==> src/rtl/parity_stream_gen_pkg.sv <==
// parity_stream_gen_pkg: shared framing state encoding and lane slice width helper
package parity_stream_gen_pkg;
  typedef enum logic {ST_IDLE = 1'b0, ST_BUSY = 1'b1} state_e;
  localparam int PAR_W = 1;
  function automatic int slice_w(input int dw);
    return dw + PAR_W;
  endfunction
endpackage

==> src/rtl/lane_parity.sv <==
// lane_parity: combinational odd/even parity of a single data lane
module lane_parity #(
  parameter int DATA_W = 8,
  parameter bit ODD    = 1'b1
) (
  input  logic [DATA_W-1:0] data,
  output logic              par
);
  // odd parity inverts the XOR reduction so lane plus parity holds an odd number of ones
  always_comb par = ODD ? ~^data : ^data;
endmodule

==> src/rtl/parity_stream_gen.sv <==
// parity_stream_gen: per-lane parity append with framing check; STAT_CNT_EN adds packet/error counters
module parity_stream_gen
  import parity_stream_gen_pkg::*;
#(
  parameter int DATA_W = 8,
  parameter int LANES  = 1,
  parameter bit ODD    = 1'b1,
  parameter int CNT_W  = 16
) (
  input  logic                              sys_clk,
  input  logic                              sys_rst_n,
  input  logic                              in_sop,
  input  logic                              in_eop,
  input  logic                              in_vld,
  input  logic [LANES*DATA_W-1:0]           in_data,
  output logic                              out_sop,
  output logic                              out_eop,
  output logic                              out_vld,
  output logic [LANES*slice_w(DATA_W)-1:0]  out_data,
  output logic                              frm_err
`ifdef STAT_CNT_EN
  ,
  input  logic                              clr_cnt,
  output logic [CNT_W-1:0]                  pkt_cnt,
  output logic [CNT_W-1:0]                  err_cnt
`endif
);
  localparam int SW = slice_w(DATA_W);
  logic [LANES-1:0]    par;
  logic [LANES*SW-1:0] enc;
  for (genvar k = 0; k < LANES; k++) begin : g_lane
    lane_parity #(.DATA_W(DATA_W), .ODD(ODD)) u_par (
      .data(in_data[k*DATA_W +: DATA_W]),
      .par (par[k])
    );
    assign enc[k*SW +: SW] = {par[k], in_data[k*DATA_W +: DATA_W]};
  end
  state_e              state_q, state_d;
  logic                sop_q, sop_d, eop_q, eop_d, vld_q, vld_d, err_q, err_d;
  logic [LANES*SW-1:0] data_q, data_d;
  logic                busy, open;
  // next beat register contents and framing transition; framing only advances on valid beats
  always_comb begin
    busy    = state_q == ST_BUSY;
    open    = in_sop | busy;
    sop_d   = in_sop & in_vld;
    eop_d   = in_eop & in_vld;
    vld_d   = in_vld;
    data_d  = in_vld ? enc : data_q;
    err_d   = in_vld & (busy ? in_sop : ~in_sop);
    state_d = in_vld ? ((open & ~in_eop) ? ST_BUSY : ST_IDLE) : state_q;
  end
  // output beat register and framing state
  always_ff @(posedge sys_clk) begin
    if (!sys_rst_n) begin
      state_q <= ST_IDLE;
      sop_q   <= 1'b0;
      eop_q   <= 1'b0;
      vld_q   <= 1'b0;
      err_q   <= 1'b0;
      data_q  <= '0;
    end else begin
      state_q <= state_d;
      sop_q   <= sop_d;
      eop_q   <= eop_d;
      vld_q   <= vld_d;
      err_q   <= err_d;
      data_q  <= data_d;
    end
  end
  assign out_sop  = sop_q;
  assign out_eop  = eop_q;
  assign out_vld  = vld_q;
  assign out_data = data_q;
  assign frm_err  = err_q;
`ifdef STAT_CNT_EN
  logic             done;
  logic [CNT_W-1:0] pkt_cnt_q, pkt_cnt_d, err_cnt_q, err_cnt_d;
  // saturating counters; a packet is done when an eop closes a frame that was opened by a sop
  always_comb begin
    done      = in_vld & in_eop & open;
    pkt_cnt_d = clr_cnt ? '0 : pkt_cnt_q + CNT_W'(done & ~&pkt_cnt_q);
    err_cnt_d = clr_cnt ? '0 : err_cnt_q + CNT_W'(err_d & ~&err_cnt_q);
  end
  // counters registered alongside the output beat
  always_ff @(posedge sys_clk) begin
    if (!sys_rst_n) begin
      pkt_cnt_q <= '0;
      err_cnt_q <= '0;
    end else begin
      pkt_cnt_q <= pkt_cnt_d;
      err_cnt_q <= err_cnt_d;
    end
  end
  assign pkt_cnt = pkt_cnt_q;
  assign err_cnt = err_cnt_q;
`endif
endmodule

==> config.mk <==
export PLATFORM = sky130hd
export DESIGN_NAME = parity_stream_gen
export DESIGN_NICKNAME = d
export VERILOG_FILES = /design/src/rtl/parity_stream_gen_pkg.sv /design/src/rtl/lane_parity.sv /design/src/rtl/parity_stream_gen.sv
export SDC_FILE = /design/constraint.sdc
export NUM_CORES = 1
export LEC_CHECK = 0
export ABC_AREA = 1
export BUFFER_PORTS_ARGS = -buffer_cell sky130_fd_sc_hd__buf_4
export CAP_MARGIN = 20
export CELL_PAD_IN_SITES_DETAIL_PLACEMENT = 2
export CELL_PAD_IN_SITES_GLOBAL_PLACEMENT = 2
export CORE_MARGIN = 2
export CORE_UTILIZATION = 21
export CTS_BUF_LIST = sky130_fd_sc_hd__clkbuf_16
export DETAILED_ROUTE_END_ITERATION = 12
export PLACE_DENSITY = 0.69
export SETUP_SLACK_MARGIN = 0.05
export SLEW_MARGIN = 0
export SYNTH_ARGS = -nofsm -noshare
export SYNTH_HDL_FRONTEND = slang
export SYNTH_SLANG_ARGS = --single-unit
==> constraint.sdc <==
create_clock -name sys_clk -period 0.9 [get_ports sys_clk]
set_clock_uncertainty 0.15 [all_clocks]
set_input_delay 0.18 -clock sys_clk [delete_from_list [all_inputs] [get_ports sys_clk]]
set_output_delay 0.18 -clock sys_clk [all_outputs]
set_load 0.005 [all_outputs]
==> impl_results.html, run 1 <==
<table>
<tr><th>Metric</th><th>Value</th></tr>
<tr><th colspan="2">Synthesis</th></tr>
<tr><td>Register area share after synthesis</td><td>42.6%</td></tr>
<tr><td>Count of unique library cells instantiated by Yosys</td><td>14</td></tr>
<tr><td>Synth Area in Compound Gates</td><td>12.9%</td></tr>
<tr><td>Synth top area cells</td><td>dfxtp_1 (43%), nand2_1 (19%), inv_1 (8.6%), nor2_1 (7.4%), o21ai_0 (6.8%)</td></tr>
<tr><td>Ys Warns</td><td>0</td></tr>
<tr><td>Netlist area before placement</td><td>658 sq um</td></tr>
<tr><td>Adder and majority gate portion of the synthesized area</td><td>1.90%</td></tr>
<tr><td>Fraction of synthesized cell area taken by the top area cell type</td><td>42.6%</td></tr>
<tr><td>Count of state elements after synthesis</td><td>14</td></tr>
<tr><td>Mean post-synth cell area</td><td>6.58 sq um</td></tr>
<tr><td>Instance count of the mapped netlist</td><td>100</td></tr>
<tr><td>Fraction of the mapped netlist area in simple logic gates</td><td>between 20% and 30%</td></tr>
<tr><td>Post-Syn Nets</td><td>114</td></tr>
<tr><td>Share of cell area taken by muxes after synthesis</td><td>0%</td></tr>
<tr><td>Dominant combinational cell family by area after synthesis</td><td>simple AND/OR/NAND/NOR gates</td></tr>
<tr><td>Xor and xnor fraction of the mapped netlist area</td><td>2.66%</td></tr>
<tr><td>Cell accounting for the most synthesized area</td><td>dfxtp_1</td></tr>
<tr><th colspan="2">Setup path</th></tr>
<tr><td>Total number of cells along the worst setup path</td><td>1</td></tr>
<tr><td>Maximum fanout along the worst path</td><td>2</td></tr>
<tr><td>Launch instance of the worst register-to-register path</td><td>busy$_SDFFE_PN0P_</td></tr>
<tr><td>CP endpoint kind</td><td>primary output</td></tr>
<tr><td>CP top delay family</td><td>flip-flops</td></tr>
<tr><td>Critical path type</td><td>reg -&gt; out</td></tr>
<tr><td>Largest stage delay on the critical path</td><td>330 ps</td></tr>
<tr><td>Cell with the largest stage delay on the worst path</td><td>dfxtp_2</td></tr>
<tr><td>Critical path arrival</td><td>680 ps</td></tr>
<tr><td>Ordered list of cells on the worst path</td><td>buf_6</td></tr>
<tr><td>Logic depth of the worst register-to-register path</td><td>4</td></tr>
<tr><td>Setup slack on the worst flop-to-flop path</td><td>-70 ps</td></tr>
<tr><td>Number of buffer and inverter instances along the worst setup path</td><td>1</td></tr>
<tr><td>Worst r2r dst</td><td>busy$_SDFFE_PN0P_</td></tr>
<tr><td>Data required time of the critical path</td><td>between 500 and 600 ps</td></tr>
<tr><td>Startpoint types</td><td>register</td></tr>
<tr><th colspan="2">Place</th></tr>
<tr><td>Post-detailed-placement cell area</td><td>997 sq um</td></tr>
<tr><td>Buffers on Ports</td><td>25</td></tr>
<tr><td>Placed wire-length estimate</td><td>1590 microns</td></tr>
<tr><td>Cell total after placement</td><td>177</td></tr>
<tr><td>Placer congestion estimate</td><td>0.750</td></tr>
<tr><th colspan="2">Route</th></tr>
<tr><td>Initial detailed-routing violation count</td><td>7</td></tr>
<tr><td>Drt drc</td><td>0</td></tr>
<tr><td>Routed wire per std cell</td><td>11.9 microns</td></tr>
<tr><td>Router iterations before antenna repair</td><td>3</td></tr>
<tr><td>Remaining antenna violation count</td><td>0</td></tr>
<tr><td>Vias per std cell</td><td>4.10</td></tr>
<tr><td>Post-Route WL</td><td>2170 microns</td></tr>
<tr><td>DR vias</td><td>750</td></tr>
<tr><th colspan="2">Power and ir drop</th></tr>
<tr><td>Largest voltage drop on the vdd net</td><td>between 0.0006 and 0.0007 V</td></tr>
<tr><td>Total power density per cell area</td><td>1570 nW/um^2</td></tr>
<tr><td>Leakage power</td><td>0.000644 uW</td></tr>
<tr><th colspan="2">Job</th></tr>
<tr><td>Max-capacitance violation count</td><td>0</td></tr>
<tr><th colspan="2">STA</th></tr>
<tr><td>Maximum operating frequency</td><td>0.987 GHz</td></tr>
<tr><td>Setup repair after global routing missed its margin</td><td>yes</td></tr>
<tr><td>Max Slew Vio Count</td><td>0</td></tr>
<tr><td>Accumulated negative setup slack</td><td>-1330 ps</td></tr>
<tr><td>Final count of negative-setup-slack endpoints</td><td>14</td></tr>
<tr><td>Final hold vios</td><td>0</td></tr>
<tr><td>Shortest clock period the worst path allows after layout</td><td>between 1000 and 1500 ps</td></tr>
<tr><td>Remaining max-slew budget at the tightest pin</td><td>87.8%</td></tr>
<tr><td>Period Utilization, post-route</td><td>113%</td></tr>
<tr><td>Worst-Margin Slew</td><td>183 ps</td></tr>
<tr><td>Final worst-path setup slack</td><td>-113 ps</td></tr>
<tr><th colspan="2">Global route</th></tr>
<tr><td>Number of global-route vias before repair</td><td>814</td></tr>
<tr><td>Met1 track utilization from global routing</td><td>15.2%</td></tr>
<tr><td>Maximum number of pins on one net before global-route repair</td><td>19</td></tr>
<tr><td>Met3 usage</td><td>between 3 and 4%</td></tr>
<tr><td>GRT Residual Overflow</td><td>0</td></tr>
<tr><td>Met2 GRT Util</td><td>approximately a quarter</td></tr>
<tr><td>Wire length of the first global-routing pass</td><td>3580 microns</td></tr>
<tr><td>Initial antenna violation count</td><td>0</td></tr>
<tr><td>Busiest layer in global routing</td><td>met2</td></tr>
<tr><td>All-Layer GR Usage</td><td>between 10% and 20%</td></tr>
<tr><th colspan="2">Min path</th></tr>
<tr><td>HP Start</td><td>in_eop</td></tr>
<tr><td>Hold Path Sink</td><td>out_eop$_SDFF_PN0_</td></tr>
<tr><td>Worst hold-check path type</td><td>in -&gt; reg</td></tr>
<tr><td>Worst hold path depth</td><td>3</td></tr>
<tr><th colspan="2">Clock network</th></tr>
<tr><td>CTS sink cnt</td><td>14</td></tr>
<tr><td>CTS tree</td><td>built</td></tr>
<tr><td>Buffer depth of the longest clock path</td><td>2</td></tr>
<tr><td>Deepest level of the CTS H-tree</td><td>1</td></tr>
<tr><td>Number of clock buffers inserted by TritonCTS</td><td>3</td></tr>
<tr><td>Root buffer cell</td><td>clkbuf_16</td></tr>
<tr><td>Clk Latency, worst-skew pair</td><td>240 ps</td></tr>
<tr><td>Clk slew on worst S/H paths</td><td>50 ps</td></tr>
<tr><th colspan="2">Status</th></tr>
<tr><td>Outcome</td><td>complete, but fails checks</td></tr>
<tr><td>Failing checks</td><td>negative setup slack</td></tr>
<tr><th colspan="2">Cells and area</th></tr>
<tr><td>Layout cell share with drive strength beyond 1</td><td>57.6%</td></tr>
<tr><td>Layout area overhead</td><td>90.7%</td></tr>
<tr><td>Post-route cell area</td><td>about 1300 sq um</td></tr>
<tr><td>Net count reported at finish</td><td>between 150 and 200</td></tr>
<tr><td>Fraction of the core area covered by cells at the end of the flow</td><td>41.4%</td></tr>
<tr><td>Post-layout instance count excluding filler cells</td><td>about 180</td></tr>
<tr><td>Diodes inserted</td><td>0</td></tr>
<tr><th colspan="2">Die</th></tr>
<tr><td>Die span in y</td><td>~60 microns</td></tr>
<tr><td>Effective utilization at floorplan</td><td>21.7%</td></tr>
<tr><td>X dimension of the die</td><td>60.0 microns</td></tr>
<tr><td>Standard-cell rows</td><td>20</td></tr>
<tr><td>Top-level port count</td><td>26</td></tr>
<tr><td>Core area</td><td>~3000 sq um</td></tr>
<tr><td>Die outline area</td><td>3600 sq um</td></tr>
</table>
==> flip-flops by register name, summed over array words and instances (netlist names) <==
register,count
out_sop,1
frm_err,1
out_vld,1
out_eop,1
out_data,9
busy,1
==> what timing repair did <==
action                     in CTS  in global routing
gates resized for setup        44                 20
setup buffers                   1                  1
pin swaps                      13                 12
setup endpoints to repair      16                 20
hold buffers                    0                  0
hold endpoints to repair        0                  0
==> through the flow <==
| step | setup WS, ps | power, uW | hold slack, ps |
|---|---|---|---|
| 2_1_floorplan | -35.6 | 840 | 142 |
| 3_3_place_gp | -205 | 1020 | 266 |
| 3_5_place_dp | -241 | 1030 | 268 |
| 4_1_cts | -119 | 1990 | 20.5 |
| 5_1_grt | -130 | 2100 | 39.3 |
| 6_report | -113 | 1980 | 26.3 |
==> logic make-up (layout without fill, tap and decap cells) <==
kind of cell / Yosys count / in the layout
DFF: 14 / 14
adders and majority gates: 1 / 1
and+or+nand+nor: 48 / 48
xor gates and xnor gates: 2 / 2
buffers and inverters: 19 / 58
AOI/OAI and AO/OA: 16 / 16
==> worst reg2reg max path, cell delays in order, from the launching register on <==
cell and delay [ps]:
dfxtp_2 330, inv_2 40, ha_4 140, o21ai_2 100, o211a_1 140
==> power breakdown <==
group          switching, uW  internal [uW]  total, uW
combinational            189            234        423
clock                    266            588        854
sequential              26.6            671        698
total                    481           1490       1980
==> synth_stat cells <==
cell / n
o21ai_0: 9
inv_2: 1
inv_1: 15
dfxtp_1: 14
a21oi_1: 6
xnor2_1: 2
nor2_1: 13
o211a_1: 1
nand2_1: 33
clkbuf_1: 1
buf_6: 1
nand3_1: 2
ha_1: 1
buf_2: 1
==> area by class of cell <==
| type | instances | area [sq um] |
|---|---|---|
| inverters | 16 | 80.1 |
| clock buffers | 3 | 75.1 |
| fillers | 346 | 1770 |
| multi-input cells | 67 | 368 |
| well taps | 44 | 55.1 |
| clock inverters | 1 | 3.75 |
| flip-flops and latches | 14 | 297 |
| repair buffers | 38 | 377 |
==> placed cells by master, fill, tap and decap left out, types with 2 or more instances in the layout <==
master and instances:
nand2_2 6, inv_2 7, dfxtp_2 13, inv_1 6, buf_4 18, xnor2_1 2, nand2_4 2, o21ai_0 4
buf_6 17, nor2_2 3, nor2_1 9, a21oi_1 6, nand2_1 25, buf_8 2, clkbuf_16 3, o21ai_2 2
o21ai_1 3
==> worst max path at each step <==
stage                          endpoint                      from  slack [ps]
4_1_cts                     out_data[0]  out_data[0]$_SDFFE_PN0P_        -120
2_1_floorplan         busy$_SDFFE_PN0P_         busy$_SDFFE_PN0P_         -40
3_5_place_dp   out_data[8]$_SDFFE_PN0P_                in_data[5]        -240
5_1_grt                     out_data[0]  out_data[0]$_SDFFE_PN0P_        -130
3_3_place_gp   out_data[8]$_SDFFE_PN0P_                in_data[2]        -210
6_report                    out_data[0]  out_data[0]$_SDFFE_PN0P_        -110
==> per-layer routing <==
metal | vias up | routed length [microns] | part of all wire, %
li1 | 379 | - | -
met1 | 350 | 823 | 38
met2 | 17 | 1230 | 56
met3 | 4 | 103 | 4.7
met4 | 0 | 20 | 0.92
met5 | - | 0 | 0
Note: power is estimated with default switching activity, not from simulation.
==> run 2, diff against run 1 <==
--- a/config.mk
+++ b/config.mk
@@ -11,10 +11,11 @@
 export CELL_PAD_IN_SITES_DETAIL_PLACEMENT = 2
 export CELL_PAD_IN_SITES_GLOBAL_PLACEMENT = 2
 export CORE_MARGIN = 2
-export CORE_UTILIZATION = 21
+export CORE_UTILIZATION = 25
 export CTS_BUF_LIST = sky130_fd_sc_hd__clkbuf_16
 export DETAILED_ROUTE_END_ITERATION = 12
-export PLACE_DENSITY = 0.69
+export GPL_TIMING_DRIVEN = 0
+export PLACE_DENSITY = 0.77
 export SETUP_SLACK_MARGIN = 0.05
 export SLEW_MARGIN = 0
 export SYNTH_ARGS = -nofsm -noshare
==> constraint.sdc (replaced) <==
create_clock -name sys_clk -period 1.3 [get_ports sys_clk]
set_clock_uncertainty 0.15 [all_clocks]
set_input_delay 0.26 -clock sys_clk [delete_from_list [all_inputs] [get_ports sys_clk]]
set_output_delay 0.26 -clock sys_clk [all_outputs]
set_load 0.005 [all_outputs]
==> run 2 against run 1 <==
  * The flow now finishes without violations
  * Clock power is 32% lower
  * Register-to-register slack better by 300 ps
  * Cell area is 24% lower
  * Final cell count is 14% lower
  * Flip-flop and latch count stayed put
  * Clock-buffer cell count stayed put
  * Routed wire length is 4.2% lower
  * Sequential share of layout area is 5.7 points higher
  * Worst setup slack better by 290 ps
  * First-iteration DRC count grew to 2.9 times the previous value
  * Largest cell class is now multi-input combinational cells
  * Largest power group unchanged
==> impl_results.html, run 2 (synthesis results as in run 1) <==
<table>
<tr><th>Metric</th><th>Value</th></tr>
<tr><th colspan="2">Die</th></tr>
<tr><td>X dimension of the die</td><td>55.3 microns (was 60.0 microns)</td></tr>
<tr><td>Top-level port count</td><td>26 (unchanged)</td></tr>
<tr><td>Core area</td><td>2480 sq um (was 3030 sq um)</td></tr>
<tr><td>Effective utilization at floorplan</td><td>26.6% (was 21.7%)</td></tr>
<tr><td>Die outline area</td><td>3060 sq um (was 3600 sq um)</td></tr>
<tr><td>Standard-cell rows</td><td>18 (was 20)</td></tr>
<tr><td>Die span in y</td><td>55.3 microns (was 60.0 microns)</td></tr>
<tr><th colspan="2">Cells and area</th></tr>
<tr><td>Layout area overhead</td><td>45.1% (was 90.7%)</td></tr>
<tr><td>Post-route cell area</td><td>955 sq um (was 1250 sq um)</td></tr>
<tr><td>Net count reported at finish</td><td>143 (was 154)</td></tr>
<tr><td>Diodes inserted</td><td>0 (unchanged)</td></tr>
<tr><td>Post-layout instance count excluding filler cells</td><td>158 (was 183)</td></tr>
<tr><td>Most frequent cells in the layout</td><td>nand2_1 (33), buf_4 (24), inv_1 (15), dfxtp_1 (14), nor2_1 (13) (was nand2_1 (25), buf_4 (18), buf_6 (17), dfxtp_2 (13), nor2_1 (9))</td></tr>
<tr><td>Fraction of the core area covered by cells at the end of the flow</td><td>38.5% (was 41.4%)</td></tr>
<tr><td>Most common cell after layout, fill and taps aside</td><td>nand2_1 (unchanged)</td></tr>
<tr><td>Layout cell share with drive strength beyond 1</td><td>23.4% (was 57.6%)</td></tr>
<tr><td>Largest register FFs</td><td>9 (unchanged)</td></tr>
<tr><th colspan="2">Route</th></tr>
<tr><td>Routed wire per std cell</td><td>13.2 microns (was 11.9 microns)</td></tr>
<tr><td>Remaining antenna violation count</td><td>0 (unchanged)</td></tr>
<tr><td>Post-Route WL</td><td>2080 microns (was 2170 microns)</td></tr>
<tr><td>Initial detailed-routing violation count</td><td>20 (was 7)</td></tr>
<tr><td>Vias per std cell</td><td>4.52 (was 4.10)</td></tr>
<tr><td>Drt drc</td><td>0 (unchanged)</td></tr>
<tr><td>DR vias</td><td>714 (was 750)</td></tr>
<tr><td>Router iterations before antenna repair</td><td>3 (unchanged)</td></tr>
<tr><th colspan="2">Place</th></tr>
<tr><td>Cell total after placement</td><td>154 (was 177)</td></tr>
<tr><td>Placer congestion estimate</td><td>0.644 (was 0.750)</td></tr>
<tr><td>Post-detailed-placement cell area</td><td>876 sq um (was 997 sq um)</td></tr>
<tr><td>Placed wire-length estimate</td><td>1580 microns (was 1590 microns)</td></tr>
<tr><td>Buffers on Ports</td><td>24 (was 25)</td></tr>
<tr><th colspan="2">Setup path</th></tr>
<tr><td>Logic depth of the worst register-to-register path</td><td>4 (unchanged)</td></tr>
<tr><td>Maximum fanout along the worst path</td><td>2 (unchanged)</td></tr>
<tr><td>Data required time of the critical path</td><td>890 ps (was 570 ps)</td></tr>
<tr><td>Worst r2r dst</td><td>busy$_SDFFE_PN0P_ (unchanged)</td></tr>
<tr><td>Startpoint types</td><td>register (unchanged)</td></tr>
<tr><td>Critical path arrival</td><td>710 ps (was 680 ps)</td></tr>
<tr><td>Number of buffer and inverter instances along the worst setup path</td><td>1 (unchanged)</td></tr>
<tr><td>Cell with the largest stage delay on the worst path</td><td>dfxtp_1 (was dfxtp_2)</td></tr>
<tr><td>Critical path type</td><td>reg -&gt; out (unchanged)</td></tr>
<tr><td>CP endpoint kind</td><td>primary output (unchanged)</td></tr>
<tr><td>Launch instance of the worst register-to-register path</td><td>busy$_SDFFE_PN0P_ (unchanged)</td></tr>
<tr><td>Largest stage delay on the critical path</td><td>350 ps (was 330 ps)</td></tr>
<tr><td>Setup slack on the worst flop-to-flop path</td><td>230 ps (was -70 ps)</td></tr>
<tr><td>Ordered list of cells on the worst path</td><td>buf_4 (was buf_6)</td></tr>
<tr><td>CP top delay family</td><td>flip-flops (unchanged)</td></tr>
<tr><th colspan="2">Clock network</th></tr>
<tr><td>CTS tree</td><td>built (unchanged)</td></tr>
<tr><td>Post-CTS Setup Repair Bufs</td><td>0 (was 1)</td></tr>
<tr><td>CTS sink cnt</td><td>14 (unchanged)</td></tr>
<tr><td>Deepest level of the CTS H-tree</td><td>1 (unchanged)</td></tr>
<tr><td>Buffer depth of the longest clock path</td><td>2 (unchanged)</td></tr>
<tr><td>CTS resizes</td><td>0 (was 44)</td></tr>
<tr><td>Clk Latency, worst-skew pair</td><td>240 ps (about the same)</td></tr>
<tr><td>Clk slew on worst S/H paths</td><td>50 ps (about the same)</td></tr>
<tr><td>Number of buffers inserted for hold repair after clock tree synthesis</td><td>0 (unchanged)</td></tr>
<tr><td>Root buffer cell</td><td>clkbuf_16 (unchanged)</td></tr>
<tr><td>Number of clock buffers inserted by TritonCTS</td><td>3 (unchanged)</td></tr>
<tr><th colspan="2">STA</th></tr>
<tr><td>Final count of negative-setup-slack endpoints</td><td>0 (was 14)</td></tr>
<tr><td>Setup repair after global routing missed its margin</td><td>no (was yes)</td></tr>
<tr><td>Maximum operating frequency</td><td>0.892 GHz</td></tr>
<tr><td>Shortest clock period the worst path allows after layout</td><td>about 1100 ps</td></tr>
<tr><td>Period Utilization, post-route</td><td>86.2%</td></tr>
<tr><td>Final hold vios</td><td>0 (unchanged)</td></tr>
<tr><td>Worst-Margin Slew</td><td>397 ps (was 183 ps)</td></tr>
<tr><td>Remaining max-slew budget at the tightest pin</td><td>73.5% (was 87.8%)</td></tr>
<tr><td>Accumulated negative setup slack</td><td>0 ps (was -1330 ps)</td></tr>
<tr><td>Max Slew Vio Count</td><td>0 (unchanged)</td></tr>
<tr><th colspan="2">Min path</th></tr>
<tr><td>Worst hold path depth</td><td>3 (unchanged)</td></tr>
<tr><td>HP Start</td><td>in_eop (unchanged)</td></tr>
<tr><td>Worst hold-check path type</td><td>in -&gt; reg (unchanged)</td></tr>
<tr><td>Hold Path Sink</td><td>out_eop$_SDFF_PN0_ (unchanged)</td></tr>
<tr><th colspan="2">Global route</th></tr>
<tr><td>Maximum number of pins on one net before global-route repair</td><td>11 (was 19)</td></tr>
<tr><td>GRT Residual Overflow</td><td>0 (unchanged)</td></tr>
<tr><td>Initial antenna violation count</td><td>0 (unchanged)</td></tr>
<tr><td>Wire length of the first global-routing pass</td><td>3620 microns (was 3580 microns)</td></tr>
<tr><td>Number of global-route vias before repair</td><td>773 (was 814)</td></tr>
<tr><td>All-Layer GR Usage</td><td>14.8% (was 13.8%)</td></tr>
<tr><th colspan="2">Power and ir drop</th></tr>
<tr><td>Total power density per cell area</td><td>1310 nW/um^2 (was 1570 nW/um^2)</td></tr>
<tr><td>Combinational Power Share</td><td>15.9% (was 21.4%)</td></tr>
<tr><td>Sequential power share</td><td>37.7% (was 35.3%)</td></tr>
<tr><td>Total power of the final layout</td><td>1250 uW (was 1980 uW)</td></tr>
<tr><td>Leakage power</td><td>0.000545 uW (was 0.000644 uW)</td></tr>
<tr><td>Net Sw Power</td><td>293 uW (was 481 uW)</td></tr>
<tr><td>Largest voltage drop on the vdd net</td><td>0.000781 V (was 0.000628 V)</td></tr>
<tr><td>Cell-internal power</td><td>961 uW (was 1490 uW)</td></tr>
<tr><td>Switching share of power</td><td>23.3% (was 24.4%)</td></tr>
<tr><td>Power share of the clock group</td><td>46.3% (was 43.3%)</td></tr>
<tr><th colspan="2">Job</th></tr>
<tr><td>Max-capacitance violation count</td><td>0 (unchanged)</td></tr>
<tr><th colspan="2">Status</th></tr>
<tr><td>Outcome</td><td>finished, final reports clean (was complete, but fails checks)</td></tr>
</table>
## run 2: changes by cell type in the layout (fill, tap and decap cells not counted), sizes merged
cell	change
clkbuf	+1
buf	-12
## run 2: per-layer routing
layer / global-route usage, % / vias to the layer above / wire length, microns
li1: - / 363 / -
met1: 17.0 / 330 / 883
met2: 26.5 / 17 / 1080
met3: 3.28 / 4 / 85
met4: 5.23 / 0 / 29
met5: 0 / - / 0
## run 2: per-stage QoR
stage                     hold slack (ps)  setup WS (ps)
final                                 111            179
after global routing                  117            145
after CTS                             111            178
after detailed placement              338           1.56
after global placement                312           65.3
after floorplan                       222            300
## run 2: layout make-up
cell class,count,area [sq um]
inverters,16,60.1
repair buffers,24,180
clock buffers,3,75.1
well taps,30,37.5
plain buffers,3,20.0
multi-input cells,67,298
flip-flops and latches,14,280
clock inverters,1,3.75
fillers,308,1520
## run 2: how the worst max path moves through the flow
stage / from / end / cells past startpoint
2_1_floorplan: in_vld / busy$_SDFFE_PN0P_ / 3
5_1_grt: busy$_SDFFE_PN0P_ / busy$_SDFFE_PN0P_ / 4
3_5_place_dp: in_data[6] / out_data[8]$_SDFFE_PN0P_ / 11
3_3_place_gp: in_data[5] / out_data[8]$_SDFFE_PN0P_ / 11
4_1_cts: out_data[4]$_SDFFE_PN0P_ / out_data[4] / 1
6_report: out_data[4]$_SDFFE_PN0P_ / out_data[4] / 1
## run 2: power by group through the flow
stage                     Clock, uW  Sequential [uW]  Combinational, uW
after floorplan                   0              481               92.6
after global placement            0              479                191
after detailed placement          0              481                200
after CTS                       591              474                207
after global routing            615              476                230
final                           581              473                200
==> run 3, diff against run 2 <==
--- a/config.mk
+++ b/config.mk
@@ -16,6 +16,7 @@
 export DETAILED_ROUTE_END_ITERATION = 12
 export GPL_TIMING_DRIVEN = 0
 export PLACE_DENSITY = 0.77
+export REMOVE_ABC_BUFFERS = 1
 export SETUP_SLACK_MARGIN = 0.05
 export SLEW_MARGIN = 0
 export SYNTH_ARGS = -nofsm -noshare
==> run 3 against run 2 <==
  * Worst setup slack improved by 25 ps
  * Non-clock buffer count fell by 2
  * Power rose by 0.32%
  * Fmax rose by 2.2%
  * Cell area down 1.3%
  * Critical endpoint is now out_data[6]
  * Die area stayed put
  * Largest power group unchanged
  * Register-to-register slack improved by 40 ps
==> impl_results.html, run 3 (synthesis results as in run 1) <==
<table>
<tr><th>Metric</th><th>Value</th></tr>
<tr><th colspan="2">STA</th></tr>
<tr><td>Worst-Margin Slew</td><td>209 ps (was 397 ps)</td></tr>
<tr><td>Accumulated negative setup slack</td><td>0 ps (unchanged)</td></tr>
<tr><td>Remaining max-slew budget at the tightest pin</td><td>85.9% (was 73.5%)</td></tr>
<tr><td>Maximum operating frequency</td><td>0.912 GHz (was 0.892 GHz)</td></tr>
<tr><td>Shortest clock period the worst path allows after layout</td><td>1100 ps (was 1120 ps)</td></tr>
<tr><td>Setup repair after global routing missed its margin</td><td>no (unchanged)</td></tr>
<tr><td>Period Utilization, post-route</td><td>84.4% (was 86.2%)</td></tr>
<tr><td>Final count of negative-setup-slack endpoints</td><td>0 (unchanged)</td></tr>
<tr><td>Max Slew Vio Count</td><td>0 (unchanged)</td></tr>
<tr><td>Final hold vios</td><td>0 (unchanged)</td></tr>
<tr><th colspan="2">Min path</th></tr>
<tr><td>Worst hold path depth</td><td>3 (unchanged)</td></tr>
<tr><td>Worst hold-check path type</td><td>in -&gt; reg (unchanged)</td></tr>
<tr><td>Hold Path Sink</td><td>out_eop$_SDFF_PN0_ (unchanged)</td></tr>
<tr><td>HP Start</td><td>in_eop (unchanged)</td></tr>
<tr><th colspan="2">Setup path</th></tr>
<tr><td>Worst r2r dst</td><td>busy$_SDFFE_PN0P_ (unchanged)</td></tr>
<tr><td>Setup slack on the worst flop-to-flop path</td><td>270 ps (was 230 ps)</td></tr>
<tr><td>Largest stage delay on the critical path</td><td>330 ps (was 350 ps)</td></tr>
<tr><td>Critical path type</td><td>reg -&gt; out (unchanged)</td></tr>
<tr><td>CP endpoint kind</td><td>primary output (unchanged)</td></tr>
<tr><td>Startpoint types</td><td>register (unchanged)</td></tr>
<tr><td>Logic depth of the worst register-to-register path</td><td>4 (unchanged)</td></tr>
<tr><td>CP top delay family</td><td>flip-flops (unchanged)</td></tr>
<tr><td>Data required time of the critical path</td><td>890 ps (about the same)</td></tr>
<tr><td>Critical path arrival</td><td>690 ps (was 710 ps)</td></tr>
<tr><td>Maximum fanout along the worst path</td><td>2 (unchanged)</td></tr>
<tr><td>Ordered list of cells on the worst path</td><td>buf_4 (unchanged)</td></tr>
<tr><td>Number of buffer and inverter instances along the worst setup path</td><td>1 (unchanged)</td></tr>
<tr><td>Launch instance of the worst register-to-register path</td><td>busy$_SDFFE_PN0P_ (unchanged)</td></tr>
<tr><td>Cell with the largest stage delay on the worst path</td><td>dfxtp_1 (unchanged)</td></tr>
<tr><th colspan="2">Status</th></tr>
<tr><td>Outcome</td><td>finished, final reports clean (unchanged)</td></tr>
<tr><th colspan="2">Cells and area</th></tr>
<tr><td>Total area of sequential cells</td><td>280 sq um (unchanged)</td></tr>
<tr><td>Diodes inserted</td><td>0 (unchanged)</td></tr>
<tr><td>Area taken by multi-input logic gates</td><td>298 sq um (unchanged)</td></tr>
<tr><td>Most common cell after layout, fill and taps aside</td><td>nand2_1 (unchanged)</td></tr>
<tr><td>Post-layout instance count excluding filler cells</td><td>156 (was 158)</td></tr>
<tr><td>Largest register FFs</td><td>9 (unchanged)</td></tr>
<tr><td>Layout cell share with drive strength beyond 1</td><td>23.0% (was 23.4%)</td></tr>
<tr><td>Most frequent cells in the layout</td><td>nand2_1 (33), buf_4 (25), inv_1 (15), dfxtp_1 (14), nor2_1 (13) (was nand2_1 (33), buf_4 (24), inv_1 (15), dfxtp_1 (14), nor2_1 (13))</td></tr>
<tr><td>Net count reported at finish</td><td>141 (was 143)</td></tr>
<tr><td>Filler cell count</td><td>318 (was 308)</td></tr>
<tr><td>Layout area overhead</td><td>43.2% (was 45.1%)</td></tr>
<tr><td>Post-route cell area</td><td>942 sq um (was 955 sq um)</td></tr>
<tr><th colspan="2">Route</th></tr>
<tr><td>DR vias</td><td>712 (was 714)</td></tr>
<tr><td>Routed wire per std cell</td><td>12.2 microns (was 13.2 microns)</td></tr>
<tr><td>Post-Route WL</td><td>1900 microns (was 2080 microns)</td></tr>
<tr><td>Drt drc</td><td>0 (unchanged)</td></tr>
<tr><td>Router iterations before antenna repair</td><td>2 (was 3)</td></tr>
<tr><td>Remaining antenna violation count</td><td>0 (unchanged)</td></tr>
<tr><td>Vias per std cell</td><td>4.56 (was 4.52)</td></tr>
<tr><td>Initial detailed-routing violation count</td><td>8 (was 20)</td></tr>
<tr><th colspan="2">Global route</th></tr>
<tr><td>Number of global-route vias before repair</td><td>728 (was 773)</td></tr>
<tr><td>GRT Residual Overflow</td><td>0 (unchanged)</td></tr>
<tr><td>Initial antenna violation count</td><td>0 (unchanged)</td></tr>
<tr><td>All-Layer GR Usage</td><td>13.6% (was 14.8%)</td></tr>
<tr><td>Wire length of the first global-routing pass</td><td>3300 microns (was 3620 microns)</td></tr>
<tr><td>Maximum number of pins on one net before global-route repair</td><td>20 (was 11)</td></tr>
<tr><th colspan="2">Clock network</th></tr>
<tr><td>CTS tree</td><td>built (unchanged)</td></tr>
<tr><td>Post-CTS Setup Repair Bufs</td><td>0 (unchanged)</td></tr>
<tr><td>CTS sink cnt</td><td>14 (unchanged)</td></tr>
<tr><td>Buffer depth of the longest clock path</td><td>2 (unchanged)</td></tr>
<tr><td>Root buffer cell</td><td>clkbuf_16 (unchanged)</td></tr>
<tr><td>Clk slew on worst S/H paths</td><td>50 ps (about the same)</td></tr>
<tr><td>Number of buffers inserted for hold repair after clock tree synthesis</td><td>0 (unchanged)</td></tr>
<tr><td>Number of clock buffers inserted by TritonCTS</td><td>3 (unchanged)</td></tr>
<tr><td>CTS resizes</td><td>0 (unchanged)</td></tr>
<tr><td>Deepest level of the CTS H-tree</td><td>1 (unchanged)</td></tr>
<tr><td>Clk Latency, worst-skew pair</td><td>240 ps (about the same)</td></tr>
<tr><th colspan="2">Die</th></tr>
<tr><td>Die outline area</td><td>3060 sq um (unchanged)</td></tr>
<tr><td>X dimension of the die</td><td>55.3 microns (unchanged)</td></tr>
<tr><td>Top-level port count</td><td>26 (unchanged)</td></tr>
<tr><td>Standard-cell rows</td><td>18 (unchanged)</td></tr>
<tr><td>Core area</td><td>2480 sq um (unchanged)</td></tr>
<tr><td>Die span in y</td><td>55.3 microns (unchanged)</td></tr>
<tr><td>Effective utilization at floorplan</td><td>26.6% (unchanged)</td></tr>
<tr><th colspan="2">Place</th></tr>
<tr><td>Buffers on Ports</td><td>25 (was 24)</td></tr>
<tr><td>Cell total after placement</td><td>152 (was 154)</td></tr>
<tr><td>Placed wire-length estimate</td><td>1460 microns (was 1580 microns)</td></tr>
<tr><td>Placer congestion estimate</td><td>0.804 (was 0.644)</td></tr>
<tr><td>Post-detailed-placement cell area</td><td>863 sq um (was 876 sq um)</td></tr>
<tr><th colspan="2">Power and ir drop</th></tr>
<tr><td>Total power density per cell area</td><td>1340 nW/um^2 (was 1310 nW/um^2)</td></tr>
<tr><td>Cell-internal power</td><td>959 uW (was 961 uW)</td></tr>
<tr><td>Combinational Power Share</td><td>15.2% (was 15.9%)</td></tr>
<tr><td>Net Sw Power</td><td>299 uW (was 293 uW)</td></tr>
<tr><td>Switching share of power</td><td>23.8% (was 23.3%)</td></tr>
<tr><td>Leakage power</td><td>0.000539 uW (was 0.000545 uW)</td></tr>
<tr><td>Power share of the clock group</td><td>47.4% (was 46.3%)</td></tr>
<tr><td>Sequential power share</td><td>37.5% (was 37.7%)</td></tr>
<tr><td>Total power of the final layout</td><td>1260 uW (was 1250 uW)</td></tr>
<tr><td>Largest voltage drop on the vdd net</td><td>0.000477 V (was 0.000781 V)</td></tr>
<tr><th colspan="2">Job</th></tr>
<tr><td>Max-capacitance violation count</td><td>0 (unchanged)</td></tr>
</table>
## run 3: changes by cell type in the layout (fill, tap and decap cells not counted)
| cell | change |
|---|---|
| buf_2 | -1 |
| buf_4 | +1 |
| buf_6 | -1 |
| clkbuf_1 | -1 |
## run 3: worst max-delay path by stage
| stage | start | to | slack (ps) | depth (start not counted) |
|---|---|---|---|---|
| global placement | in_data[6] | out_data[8]$_SDFFE_PN0P_ | 110 | 11 |
| CTS | out_data[3]$_SDFFE_PN0P_ | out_data[3] | 200 | 1 |
| finish | out_data[6]$_SDFFE_PN0P_ | out_data[6] | 200 | 1 |
| detailed placement | in_data[5] | out_data[8]$_SDFFE_PN0P_ | 90 | 11 |
| floorplan | in_data[6] | out_data[8]$_SDFFE_PN0P_ | 300 | 10 |
| global route | out_data[7]$_SDFFE_PN0P_ | out_data[7] | 160 | 1 |
## run 3: metrics by stage
stage / util [%] / setup slack [ps] / hold slack, ps
2_1_floorplan: - / 302 / 199
3_3_place_gp: 34.8 / 108 / 314
3_5_place_dp: 34.8 / 88.0 / 321
4_1_cts: 38.0 / 203 / 114
5_1_grt: 38.0 / 162 / 133
6_report: 38.0 / 203 / 118
## run 3: power groups by stage
stage          logic (uW)  registers (uW)  clock network [uW]
6_report              191             471                 596
3_3_place_gp          185             478                   0
3_5_place_dp          194             480                   0
4_1_cts               196             472                 604
2_1_floorplan        80.4             481                   0
5_1_grt               220             475                 630
## run 3: final cells by class
class | count | share of cell area, %
flip-flops and latches | 14 | 29.7
repair buffers | 25 | 19.9
inverters | 16 | 6.37
clock buffers | 3 | 7.97
multi-input cells | 67 | 31.6
clock inverters | 1 | 0.398
well taps | 30 | 3.98
## run 3: metal layers
metal	vias up	share of wire, %	GRT usage (%)
met5	-	0	0
met4	0	1.9	7.32
met2	17	51	23.6
met1	336	43	15.2
li1	355	-	-
met3	4	3.9	3.04
